===== src/rtl/vgaterm_engine_if.sv =====
// Command handshake and display-buffer write bus for vgaterm_engine.
// master = host/buffer side, slave = engine side.
interface vgaterm_engine_if #(
  parameter int unsigned ATTR_W = 25,
  parameter int unsigned ADDR_W = 12
);
  logic              cmd_valid;
  logic              cmd_ready;
  logic [2:0]        cmd_op;
  logic [7:0]        cmd_data;
  logic [ATTR_W-1:0] cmd_attr;

  logic                buf_we;
  logic [ADDR_W-1:0]   buf_addr;
  logic [8+ATTR_W-1:0] buf_wd;

  modport master (
    output cmd_valid, cmd_op, cmd_data, cmd_attr,
    input  cmd_ready, buf_we, buf_addr, buf_wd
  );

  modport slave (
    input  cmd_valid, cmd_op, cmd_data, cmd_attr,
    output cmd_ready, buf_we, buf_addr, buf_wd
  );
endinterface


===== src/rtl/vgaterm_engine.sv =====
// Cursor/command engine for the text terminal: writes the display buffer, scrolls via a
// circular top-row offset. Optional cursor blink generator enabled by VGATERM_BLINK_EN.
module vgaterm_engine #(
  parameter int unsigned COLS   = 80,
  parameter int unsigned ROWS   = 30,
  parameter int unsigned ATTR_W = 25
`ifdef VGATERM_BLINK_EN
  ,
  parameter int unsigned BLINK_DIV = 12_500_000
`endif
) (
  input  logic                          CLK_I,
  input  logic                          RST_N,
  vgaterm_engine_if.slave               bus,
  output logic [$clog2(ROWS)-1:0]       top_row,
  output logic [$clog2(ROWS)-1:0]       cur_row,
  output logic [$clog2(COLS)-1:0]       cur_col,
  output logic [$clog2(COLS*ROWS)-1:0]  cur_addr,
`ifdef VGATERM_BLINK_EN
  output logic                          cursor_on,
`endif
  output logic                          busy
);

  localparam int unsigned COL_W  = $clog2(COLS);
  localparam int unsigned ROW_W  = $clog2(ROWS);
  localparam int unsigned ADDR_W = $clog2(COLS*ROWS);
  localparam int unsigned WD_W   = 8 + ATTR_W;

  localparam logic [COL_W-1:0]  ColMax   = COL_W'(COLS - 1);
  localparam logic [ROW_W-1:0]  RowMax   = ROW_W'(ROWS - 1);
  localparam logic [ADDR_W-1:0] LineLast = ADDR_W'(COLS - 1);
  localparam logic [ADDR_W-1:0] CellLast = ADDR_W'(COLS * ROWS - 1);
  localparam logic [ADDR_W-1:0] ColsA    = ADDR_W'(COLS);
  localparam logic [7:0]        Blank    = 8'h20;

  localparam logic [2:0] OpPutc   = 3'd0;
  localparam logic [2:0] OpSetCol = 3'd1;
  localparam logic [2:0] OpSetRow = 3'd2;
  localparam logic [2:0] OpLf     = 3'd3;
  localparam logic [2:0] OpCr     = 3'd4;
  localparam logic [2:0] OpBs     = 3'd5;
  localparam logic [2:0] OpClear  = 3'd6;
  localparam logic [2:0] OpNop    = 3'd7;

  typedef enum logic [1:0] {StIdle, StClrAll, StClrLine} state_e;

  state_e            state_q, state_d;
  logic [ROW_W-1:0]  top_q, top_d;
  logic [ROW_W-1:0]  row_q, row_d;
  logic [COL_W-1:0]  col_q, col_d;
  logic [ATTR_W-1:0] attr_q, attr_d;
  logic [ADDR_W-1:0] cnt_q, cnt_d;
  logic [ADDR_W-1:0] base_q, base_d;
  logic              we_q, we_d;
  logic [ADDR_W-1:0] addr_q, addr_d;
  logic [WD_W-1:0]   wd_q, wd_d;

  logic              accept;
  logic              do_lf;
  logic [ROW_W:0]    prow_sum;
  logic [ROW_W-1:0]  prow;
  logic [ROW_W-1:0]  top_inc;
  logic [ADDR_W-1:0] cell_addr;

  assign accept = bus.cmd_valid && bus.cmd_ready;

  // Screen row to physical row by compare-and-subtract; both operands are < ROWS.
  assign prow_sum  = {1'b0, row_q} + {1'b0, top_q};
  assign prow      = (prow_sum >= (ROW_W+1)'(ROWS)) ? ROW_W'(prow_sum - (ROW_W+1)'(ROWS))
                                                    : ROW_W'(prow_sum);
  assign top_inc   = (top_q == RowMax) ? '0 : top_q + 1'b1;
  assign cell_addr = ADDR_W'(prow) * ColsA + ADDR_W'(col_q);

  always_comb begin
    state_d = state_q;
    top_d   = top_q;
    row_d   = row_q;
    col_d   = col_q;
    attr_d  = attr_q;
    cnt_d   = cnt_q;
    base_d  = base_q;
    we_d    = 1'b0;
    addr_d  = addr_q;
    wd_d    = wd_q;
    do_lf   = 1'b0;

    unique case (state_q)
      StIdle: begin
        if (accept) begin
          case (bus.cmd_op)
            OpPutc: begin
              we_d   = 1'b1;
              addr_d = cell_addr;
              wd_d   = {bus.cmd_attr, bus.cmd_data};
              if (col_q == ColMax) begin
                col_d = '0;
                do_lf = 1'b1;
              end else begin
                col_d = col_q + 1'b1;
              end
            end
            OpSetCol: begin
              col_d = (32'(bus.cmd_data) >= COLS) ? ColMax : COL_W'(bus.cmd_data);
            end
            OpSetRow: begin
              row_d = (32'(bus.cmd_data) >= ROWS) ? RowMax : ROW_W'(bus.cmd_data);
            end
            OpLf: do_lf = 1'b1;
            OpCr: col_d = '0;
            OpBs: begin
              if (col_q != '0) begin
                col_d = col_q - 1'b1;
              end else if (row_q != '0) begin
                row_d = row_q - 1'b1;
                col_d = ColMax;
              end
            end
            OpClear: begin
              attr_d  = bus.cmd_attr;
              cnt_d   = '0;
              state_d = StClrAll;
            end
            OpNop: ;
            default: ;
          endcase

          if (do_lf) begin
            if (row_q != RowMax) begin
              row_d = row_q + 1'b1;
            end else begin
              // The old top row becomes the new bottom row and must be blanked.
              top_d   = top_inc;
              base_d  = ADDR_W'(top_q) * ColsA;
              attr_d  = bus.cmd_attr;
              cnt_d   = '0;
              state_d = StClrLine;
            end
          end
        end
      end

      StClrLine: begin
        we_d   = 1'b1;
        addr_d = base_q + cnt_q;
        wd_d   = {attr_q, Blank};
        if (cnt_q == LineLast) begin
          state_d = StIdle;
        end else begin
          cnt_d = cnt_q + 1'b1;
        end
      end

      StClrAll: begin
        we_d   = 1'b1;
        addr_d = cnt_q;
        wd_d   = {attr_q, Blank};
        if (cnt_q == CellLast) begin
          state_d = StIdle;
          top_d   = '0;
          row_d   = '0;
          col_d   = '0;
        end else begin
          cnt_d = cnt_q + 1'b1;
        end
      end

      default: state_d = StIdle;
    endcase
  end

  always_ff @(posedge CLK_I) begin
    if (!RST_N) begin
      state_q <= StIdle;
      top_q   <= '0;
      row_q   <= '0;
      col_q   <= '0;
      attr_q  <= '0;
      cnt_q   <= '0;
      base_q  <= '0;
      we_q    <= 1'b0;
      addr_q  <= '0;
      wd_q    <= '0;
    end else begin
      state_q <= state_d;
      top_q   <= top_d;
      row_q   <= row_d;
      col_q   <= col_d;
      attr_q  <= attr_d;
      cnt_q   <= cnt_d;
      base_q  <= base_d;
      we_q    <= we_d;
      addr_q  <= addr_d;
      wd_q    <= wd_d;
    end
  end

`ifdef VGATERM_BLINK_EN
  localparam int unsigned BLINK_W = $clog2(BLINK_DIV + 1);

  logic [BLINK_W-1:0] blink_cnt_q, blink_cnt_d;
  logic               blink_on_q, blink_on_d;
  logic               cursor_move;

  // CLEAR and NOP leave the blink phase alone; every cursor-affecting command restarts it.
  assign cursor_move = accept && (bus.cmd_op != OpClear) && (bus.cmd_op != OpNop);

  always_comb begin
    blink_cnt_d = blink_cnt_q;
    blink_on_d  = blink_on_q;
    if (cursor_move) begin
      blink_cnt_d = '0;
      blink_on_d  = 1'b1;
    end else if (blink_cnt_q == BLINK_W'(BLINK_DIV - 1)) begin
      blink_cnt_d = '0;
      blink_on_d  = ~blink_on_q;
    end else begin
      blink_cnt_d = blink_cnt_q + 1'b1;
    end
  end

  always_ff @(posedge CLK_I) begin
    if (!RST_N) begin
      blink_cnt_q <= '0;
      blink_on_q  <= 1'b1;
    end else begin
      blink_cnt_q <= blink_cnt_d;
      blink_on_q  <= blink_on_d;
    end
  end

  assign cursor_on = blink_on_q;
`endif

  assign bus.cmd_ready = (state_q == StIdle) && RST_N;
  assign bus.buf_we    = we_q;
  assign bus.buf_addr  = addr_q;
  assign bus.buf_wd    = wd_q;
  assign top_row       = top_q;
  assign cur_row       = row_q;
  assign cur_col       = col_q;
  assign cur_addr      = cell_addr;
  assign busy          = (state_q != StIdle);

endmodule

===== src/flat_wrapper.sv =====
// flat-port wrapper written by rule: the top's interface ports become plain ports
module vgaterm_engine_flat 
#(
  parameter int unsigned COLS   = 80,
  parameter int unsigned ROWS   = 30,
  parameter int unsigned ATTR_W = 25

)
  (CLK_I, RST_N, top_row, cur_row, cur_col, cur_addr, busy, bus_cmd_valid, bus_cmd_op, bus_cmd_data, bus_cmd_attr, bus_cmd_ready, bus_buf_we, bus_buf_addr, bus_buf_wd);
  vgaterm_engine_if #(.ATTR_W(ATTR_W)) bus_i ();
  input  logic CLK_I;
  input  logic RST_N;
  output logic [$clog2(ROWS)-1:0] top_row;
  output logic [$clog2(ROWS)-1:0] cur_row;
  output logic [$clog2(COLS)-1:0] cur_col;
  output logic [$clog2(COLS*ROWS)-1:0] cur_addr;
  output logic busy;
  input wire logic [$bits(bus_i.cmd_valid)-1:0] bus_cmd_valid;
  input wire logic [$bits(bus_i.cmd_op)-1:0] bus_cmd_op;
  input wire logic [$bits(bus_i.cmd_data)-1:0] bus_cmd_data;
  input wire logic [$bits(bus_i.cmd_attr)-1:0] bus_cmd_attr;
  output wire logic [$bits(bus_i.cmd_ready)-1:0] bus_cmd_ready;
  output wire logic [$bits(bus_i.buf_we)-1:0] bus_buf_we;
  output wire logic [$bits(bus_i.buf_addr)-1:0] bus_buf_addr;
  output wire logic [$bits(bus_i.buf_wd)-1:0] bus_buf_wd;
  assign bus_i.cmd_valid = bus_cmd_valid;
  assign bus_i.cmd_op = bus_cmd_op;
  assign bus_i.cmd_data = bus_cmd_data;
  assign bus_i.cmd_attr = bus_cmd_attr;
  assign bus_cmd_ready = bus_i.cmd_ready;
  assign bus_buf_we = bus_i.buf_we;
  assign bus_buf_addr = bus_i.buf_addr;
  assign bus_buf_wd = bus_i.buf_wd;
  vgaterm_engine #(.COLS(COLS), .ROWS(ROWS), .ATTR_W(ATTR_W)) u_core (.CLK_I(CLK_I), .RST_N(RST_N), .bus(bus_i), .top_row(top_row), .cur_row(cur_row), .cur_col(cur_col), .cur_addr(cur_addr), .busy(busy));
endmodule

===== config.mk =====
export PLATFORM = sky130hd
export DESIGN_NAME = vgaterm_engine_flat
export DESIGN_NICKNAME = d
export VERILOG_FILES = /design/src/rtl/vgaterm_engine_if.sv /design/src/rtl/vgaterm_engine.sv /design/src/flat_wrapper.sv
export SDC_FILE = /design/constraint.sdc
export NUM_CORES = 1
export LEC_CHECK = 0
export BUFFER_PORTS_ARGS = -buffer_cell sky130_fd_sc_hd__buf_4
export CORE_MARGIN = 5
export CORE_UTILIZATION = 30
export CTS_BUF_LIST = sky130_fd_sc_hd__clkbuf_16
export DETAILED_ROUTE_END_ITERATION = 16
export GPL_ROUTABILITY_DRIVEN = 0
export PLACE_DENSITY = 0.47
export SYNTH_ARGS = -nofsm -noshare
export SYNTH_HDL_FRONTEND = slang
export SYNTH_SLANG_ARGS = --single-unit

===== constraint.sdc =====
create_clock -name CLK_I -period 9 [get_ports CLK_I]
set_input_delay 0.45 -clock CLK_I [delete_from_list [all_inputs] [get_ports CLK_I]]
set_output_delay 0.45 -clock CLK_I [all_outputs]
set_load 0.01 [all_outputs]

Word-level counts from Yosys, hierarchy flattened
Cells that the tools add are included.

cells by class
  add/subtract/negate cells = 10
  multiply operators = 2
  order comparisons = 3
  equal/unequal tests = 23
  mux-type cells = 53
  bitwise logic cells = 1
  reduce and logical (&&, ||, !) cells = 20

operators by type and width
  cell                     number
  $mux W12                 8
  $mux W25                 3
  $pmux W12 S3             2
  $mux W33                 2
  $pmux W33 S2             1
  $mux W5                  12
  $mux W7                  6
  $pmux W5 S2              3
  $pmux W7 S4              1
  $mul A5 B3 Y8 const B    2
  $pmux W7 S2              1
  $add A12 B1 Y12 const B  1
  $add A12 B12 Y12         1
  $add A12 B7 Y12          1
  $eq A12 B12 Y1 const B   1
  $eq A12 B7 Y1 const B    1
  $mux W2                  6
  $reduce_and A3 Y1        4
  $add A5 B1 Y5 const B    2
  $ne A5 B5 Y1 const B     2
  $reduce_and A5 Y1        2
  $eq A3 B3 Y1 const B     3
  $ge A8 B5 Y1 const B     1
  $ge A8 B7 Y1 const B     1
  29 further kinds         45

storage, ports and cells
  flip-flop bits (word level) = 110
  input port bits = 39
  output and inout port bits = 77
  logic and storage cells = 122

Longest topological paths before layout
Gate-level depths: netlist of run 1.

  word-level depth = 8
  depth in mapped cells = 17

Least setup slack after synthesis of run 1
OpenSTA, ideal clock, no wires.

  path type = flip-flop to output port
  start point = reg u_core.top_q[0], in the netlist u_core.top_row[0]
  end point = out cur_addr[11]
  data arrival time = 4.627 ns
  slack = 3.923 ns
  stages on the path, launching flop included = 16
  path buffers = 0
  cell sequence = dfxtp_1 -> ha_1 -> fa_1 -> a211o_1 -> and3_1 -> nor4_1 -> o21ai_0 -> xnor2_1 -> ha_1 -> ha_1 -> fa_1 -> nand2_1 -> or2_2 -> or3_1 -> a2111oi_1 -> a211o_1

on the way
  word-level cells in the longest chain between the ends = 5
  elaborated cells on any way between the ends = 6
  those cells by class = 3 x add/sub; 1 x mul; 1 x order compare; 1 x mux

ends and longest elaborated chain
  what                                           RTL line               source
  start, declared                                vgaterm_engine.sv:49   logic [ROW_W-1:0] top_q, top_d;
  start signal, assigned                         vgaterm_engine.sv:186  top_q <= top_d;
  $add A5 B5 Y6 *                                vgaterm_engine.sv:69   assign prow_sum = {1'b0, row_q} + {1'b0, top_q};
  $sub A5 B5 Y5 or $ge A6 B5 Y1 (tied branches)  vgaterm_engine.sv:70   assign prow = (prow_sum >= (ROW_W+1)'(ROWS)) ? ROW_W'(prow_sum - (ROW_W+1)'(ROWS))
  $mux W5 *                                      vgaterm_engine.sv:70
  $mul A5 B3 Y8 *                                vgaterm_engine.sv:73   assign cell_addr = ADDR_W'(prow) * ColsA + ADDR_W'(col_q);
  $add A12 B7 Y12 *                              vgaterm_engine.sv:73
  end, declared                                  flat_wrapper.sv:16     output logic [$clog2(COLS*ROWS)-1:0] cur_addr;

Every way passes the cells marked *; elsewhere a longest branch is shown, timed or not.

Worst setup path in the final report of run 1
Same ends and word-level chain as after synthesis.

==> metrics.txt, run 1 <==
CP Class flop to output port; mapped cell area 7053 µm²; total number of vias 6359; EDFF count, synth 0; Clock Power Share 0.396; first-pass GRT wire length 35020 µm; die width 163.3 µm; ys flop type dfxtp_1; Mapped Nets 925; Internal 752.2 µW; Longest Clk Path Bufs 2; DRT Pass-1 Iters 4; status finished clean; post-route setup TNS 0 ps; Final Hold Viols 0; kind of end point of the critical path output port; All-Layer GR Usage 0.1635; Worst Hold Class input pin to flop; Period Utilization, post-route 0.6614; post-CTS setup buffers 0; most frequent cells in the layout 121 x buf_4, 110 x dfxtp_1, 101 x nand2_1; Flop pwr share 0.474; worst slew pin tran 1071 ps; Post-synth ARST share 0; Fin Hold WS 355.8 ps; CTS root buf clkbuf_16; CP required 8550 ps; Setup Slack @ Placement 3469 ps; Final ANT Viol Nets 0; initial antenna violation count 0; synth warn 0; static leakage 0.003706 µW; unrepaired setup endpoints after global routing no; flop and latch count out of synthesis 110; slack of the critical path 3047 ps; VDD IR max 0.00008065 V; Synth Area per Inst 8.386 µm²; area delta synth->final 19.69%; startpoint types flop; drt initial violations 374; Num CTS Buffers 9; core area 23330 µm²; NetSw 306.4 µW; WL/cell 17.65 µm; min cycle time layout 5953 ps; largest net degree at the start of global routing 107; Clock Sink Count 110; CTS H-tree lvls 3; clk slew on worst S/H paths 90 ps; most common cell after layout, fill and taps aside buf_4; register area share after synthesis 0.3122; latest clock arrival within the worst-skew pair 370 ps; Detail Placement HPWL 15710 µm; Max Fclk 168.0 MHz; CP Max Fanout 8; Slew HR 0.2862; Max Slew Vio Count 0; CTS tree yes; Switching Fraction 0.2894; Gate Count Post-Synth 841; layout cell share with drive strength beyond 1 0.1766; initial core utilization 0.3023; PostCTS Resize Cnt 0; # rows 56; clk_skew 14.89 ps; DRC 0; grt ovf 0; DIE HEIGHT 163.3 µm; cell area power density 125.4 nW/µm²; final wirelength 21920 µm; antenna cell count 0; Port Buf Inserts 115; final count of negative-setup-slack endpoints 0; Netlist cell types 75; Die ar. 26680 µm²; # hold bufs at CTS 0; logic gate share of total power 0.129; io pins 116; vias in the first global route 6186; Max Cap Viol 0; Vias per Instance 5.120; nets 1002; crit path DAT 5500 ps
path summary, 6_finish.rpt:
check                                           from                      end  slack [ps]  cells after the start
worst max-delay path               u_core.top_row[0]             cur_addr[11]        3050                     16
worst min-delay path                 bus_cmd_attr[2]         u_core.attr_q[2]         360                      3
worst max register to register     u_core.top_row[0]  u_core.bus.buf_addr[11]        3650                     16
worst min register to register  u_core.bus.buf_wd[7]     u_core.bus.buf_wd[7]         470                      2
state kept, by name (all words and copies together), names as in the netlist:
name,flops
u_core.bus.buf_we,1
u_core.top_row,5
u_core.attr_q,25
u_core.bus.buf_wd,33
u_core.cnt_q,12
u_core.cur_row,5
u_core.cur_col,7
u_core.bus.buf_addr,12
u_core.state_q,2
u_core.base_q,8
kinds of logic (layout without fill, tap and decap cells):
family	Yosys count	count (layout)	synth area share
mux	32	32	0.04559
compound gates	241	241	0.2542
flops	110	110	0.3122
buf+inv	79	161	0.04754
fa+ha+maj	45	45	0.08515
xor+xnor	31	31	0.04045
simple gates	303	303	0.2148
power groups by stage:
stage	clock network [µW]	registers, µW	logic (µW)
finish	420	502	137
global route	456	504	150
CTS	442	502	138
detailed placement	0	514	137
global placement	0	514	138
floorplan	0	513	82.5
worst max-delay path: stages (launching register included):
cell and delay, ps:
dfxtp_1 420, ha_1 310, fa_1 470, a211o_1 360, and3_1 230, nor4_1 370
o21ai_0 210, xnor2_1 160, ha_1 290, ha_1 220, fa_1 520, nand2_1 70
or2_2 290, or3_1 380, a2111oi_1 560, a211o_1 170, buf_4 110
metal layers:
| metal | global-route usage | wire (µm) | vias up |
|---|---|---|---|
| met4 | 0.03698 | 294 | 0 |
| met2 | 0.2494 | 9468 | 141 |
| met1 | 0.2332 | 11000 | 2987 |
| met3 | 0.04088 | 1158 | 18 |
| met5 | 0 | 0 | - |
| li1 | - | - | 3213 |
metrics by stage:
step / instance area, µm² / power [µW] / utilization / instances
global placement: 8129 / 651.2 / 0.3484 / 1226
floorplan: 7053 / 595.4 / - / 841
CTS: 8442 / 1082 / 0.3618 / 1242
detailed placement: 8129 / 650.3 / 0.3484 / 1226
global route: 8442 / 1110 / 0.3618 / 1242
finish: 8442 / 1059 / 0.3618 / 1242
layout make-up:
| type | count | area, µm² |
|---|---|---|
| Clock buffer | 9 | 225.2 |
| Sequential cell | 110 | 2202 |
| Timing Repair Buffer | 121 | 908.4 |
| Fill cell | 2481 | 14890 |
| Inverter | 24 | 90.09 |
| Multi-Input combinational cell | 652 | 4529 |
| Clock inverter | 7 | 87.58 |
| Tap cell | 319 | 399.1 |
Yosys cell counts (all sizes together) (7+ instances only):
cell    number  share of area
nor2b       24          0.021
buf         17          0.014
clkbuf      38          0.020
dfxtp      110           0.31
inv         23          0.012
or3          8         0.0071
a211oi       7         0.0082
a21o         7         0.0075
nor2        50          0.027
ha          40          0.071
mux2i       31          0.044
nor3        12          0.010
a21oi       43          0.031
nand2      101          0.054
o211ai      14          0.017
o21ai       31          0.023
and3         9         0.0080
xor2        15          0.019
xnor2       15          0.019
nor4         9          0.013
nand3       51          0.036
a21boi      46          0.049
nand4        8         0.0071
o211a       31          0.044
(Power assumes the default switching activity.)
==> run 2, diff against run 1 <==
Clock period 9 ns to 5.57 ns, I/O delays scaled along.
==> run 2 against run 1 <==
Critical path depth is 1 lower. Setup slack got worse by 2800 ps. Sequential cell count unchanged. First-iteration DRC count fell by 26%. Total power rose by 60%. Design area grew 0.43%. Sequential power grew 61%. Routed wire length down 0.22%. Clock skew shrank 4.0 ps. Clock-buffer cell count stayed put.
==> metrics.txt, run 2 (synthesis results as in run 1) <==
initial core utilization 0.3023; # hold bufs at CTS 0; fillers 2441; DIE HEIGHT 163.3 µm; final count of negative-setup-slack endpoints 0; Final ANT Viol Nets 0; Detail Placement HPWL 15560 µm; clk_skew 10.85 ps; Top Usage Layer GRT met2; antenna cell count 0; Port Buf Inserts 115; io pins 116; post-CTS setup buffers 0; total number of vias 6385; vias in the first global route 6324; max reg flops 33; Die ar. 26680 µm²; status finished clean; Clock Sink Count 110; die width 163.3 µm; clk slew on worst S/H paths 90 ps; cell count of the worst reg-to-reg path 16; WL/cell 17.56 µm; Max Slew Vio Count 0; worst slew pin tran 1042 ps; VDD IR max 0.0001289 V; DP Cell Count 1230; cell area power density 199.5 nW/µm²; largest net degree at the start of global routing 107; DRT Pass-1 Iters 5; CTS root buf clkbuf_16; Worst Hold Class input pin to flop; Finished Layout Cells 1246; latest clock arrival within the worst-skew pair 370 ps; grt ovf 0; Period Utilization, post-route 0.9525; Final Hold Viols 0; CP Max Fanout 5; Vias per Instance 5.124; Num CTS Buffers 9; nets 1006; Max Fclk 188.5 MHz; startpoint types flop; CP Class flop to output port; M3 GR Usage 0.04668; drt initial violations 275; CP required 5290 ps; layout cell share with drive strength beyond 1 0.1834; DRC 0; crit path DAT 5030 ps; most frequent cells in the layout 125 x buf_4, 110 x dfxtp_1, 101 x nand2_1; Slew HR 0.3053; min cycle time layout 5305 ps; # rows 56; All-Layer GR Usage 0.1629; GR Layer Usage met1 0.2327; Fin Hold WS 188.0 ps; WHS Path Cells 3; kind of end point of the critical path output port; area delta synth->final 20.21%; Longest Clk Path Bufs 2; core area 23330 µm²; CTS tree yes; CTS H-tree lvls 3; most common cell after layout, fill and taps aside buf_4; final wirelength 21870 µm; first-pass GRT wire length 35090 µm; grt met2 use 0.2511; initial antenna violation count 0; static leakage 0.003724 µW; Max Cap Viol 0
run 2: routing by layer:
layer	share of wire	wire (µm)	vias up
met5	0	0	-
met4	0.0057	124	0
met3	0.061	1335	8
met2	0.44	9535	142
met1	0.50	10880	3025
li1	-	-	3210
run 2: worst paths after layout:
check | startpoint | endpoint | slack [ps]
min reg2reg | u_core.attr_q[11] | u_core.attr_q[11] | 470
max | u_core.top_row[0] | cur_addr[11] | 260
min | bus_cmd_attr[3] | u_core.attr_q[3] | 190
max reg2reg | u_core.top_row[0] | u_core.bus.buf_addr[11] | 600
run 2: metrics by stage:
step           instance area (µm²)    util  worst slack (ps)  power (µW)  TNS (ps)
2_1_floorplan                 7053       -             664.9       962.1         0
3_3_place_gp                  8159  0.3497             433.6        1052         0
6_report                      8478  0.3634             264.6        1691         0
4_1_cts                       8453  0.3623             59.90        1724         0
5_1_grt                       8478  0.3634            -2.686        1778    -2.686
3_5_place_dp                  8159  0.3497             394.7        1051         0
run 2: report_power, final:
| group | switching (µW) | internal [µW] |
|---|---|---|
| combinational | 128 | 94.4 |
| clock | 342 | 317 |
| sequential | 12.3 | 798 |
| total | 482 | 1210 |
run 2: what timing repair did:
action,in CTS,in global routing
resized for setup,1,5
setup endpoints to repair,1,1
endpoints found under the hold margin,0,0
run 2: cell type report:
cell class / count / area (µm²) / area share
multi-input combinational: 652 / 4559 / 0.5378
inverter: 24 / 90.09 / 0.01063
timing repair buffer: 125 / 938.4 / 0.1107
clock inverter: 7 / 63.81 / 0.007527
clock buffer: 9 / 225.2 / 0.02656
sequential: 110 / 2202 / 0.2597
tap: 319 / 399.1 / 0.04708
run 2: worst max-delay path, cell delays in order (launching register included):
cell and delay [ps]:
dfxtp_1 320, ha_1 260, fa_2 410, a211o_1 340, a21oi_1 360, o22ai_1 220, o21ai_1 260, inv_1 140
ha_1 340, fa_1 470, xnor2_1 150, or2_2 320, or3_1 420, a2111oi_4 390, a211o_1 150, buf_4 110
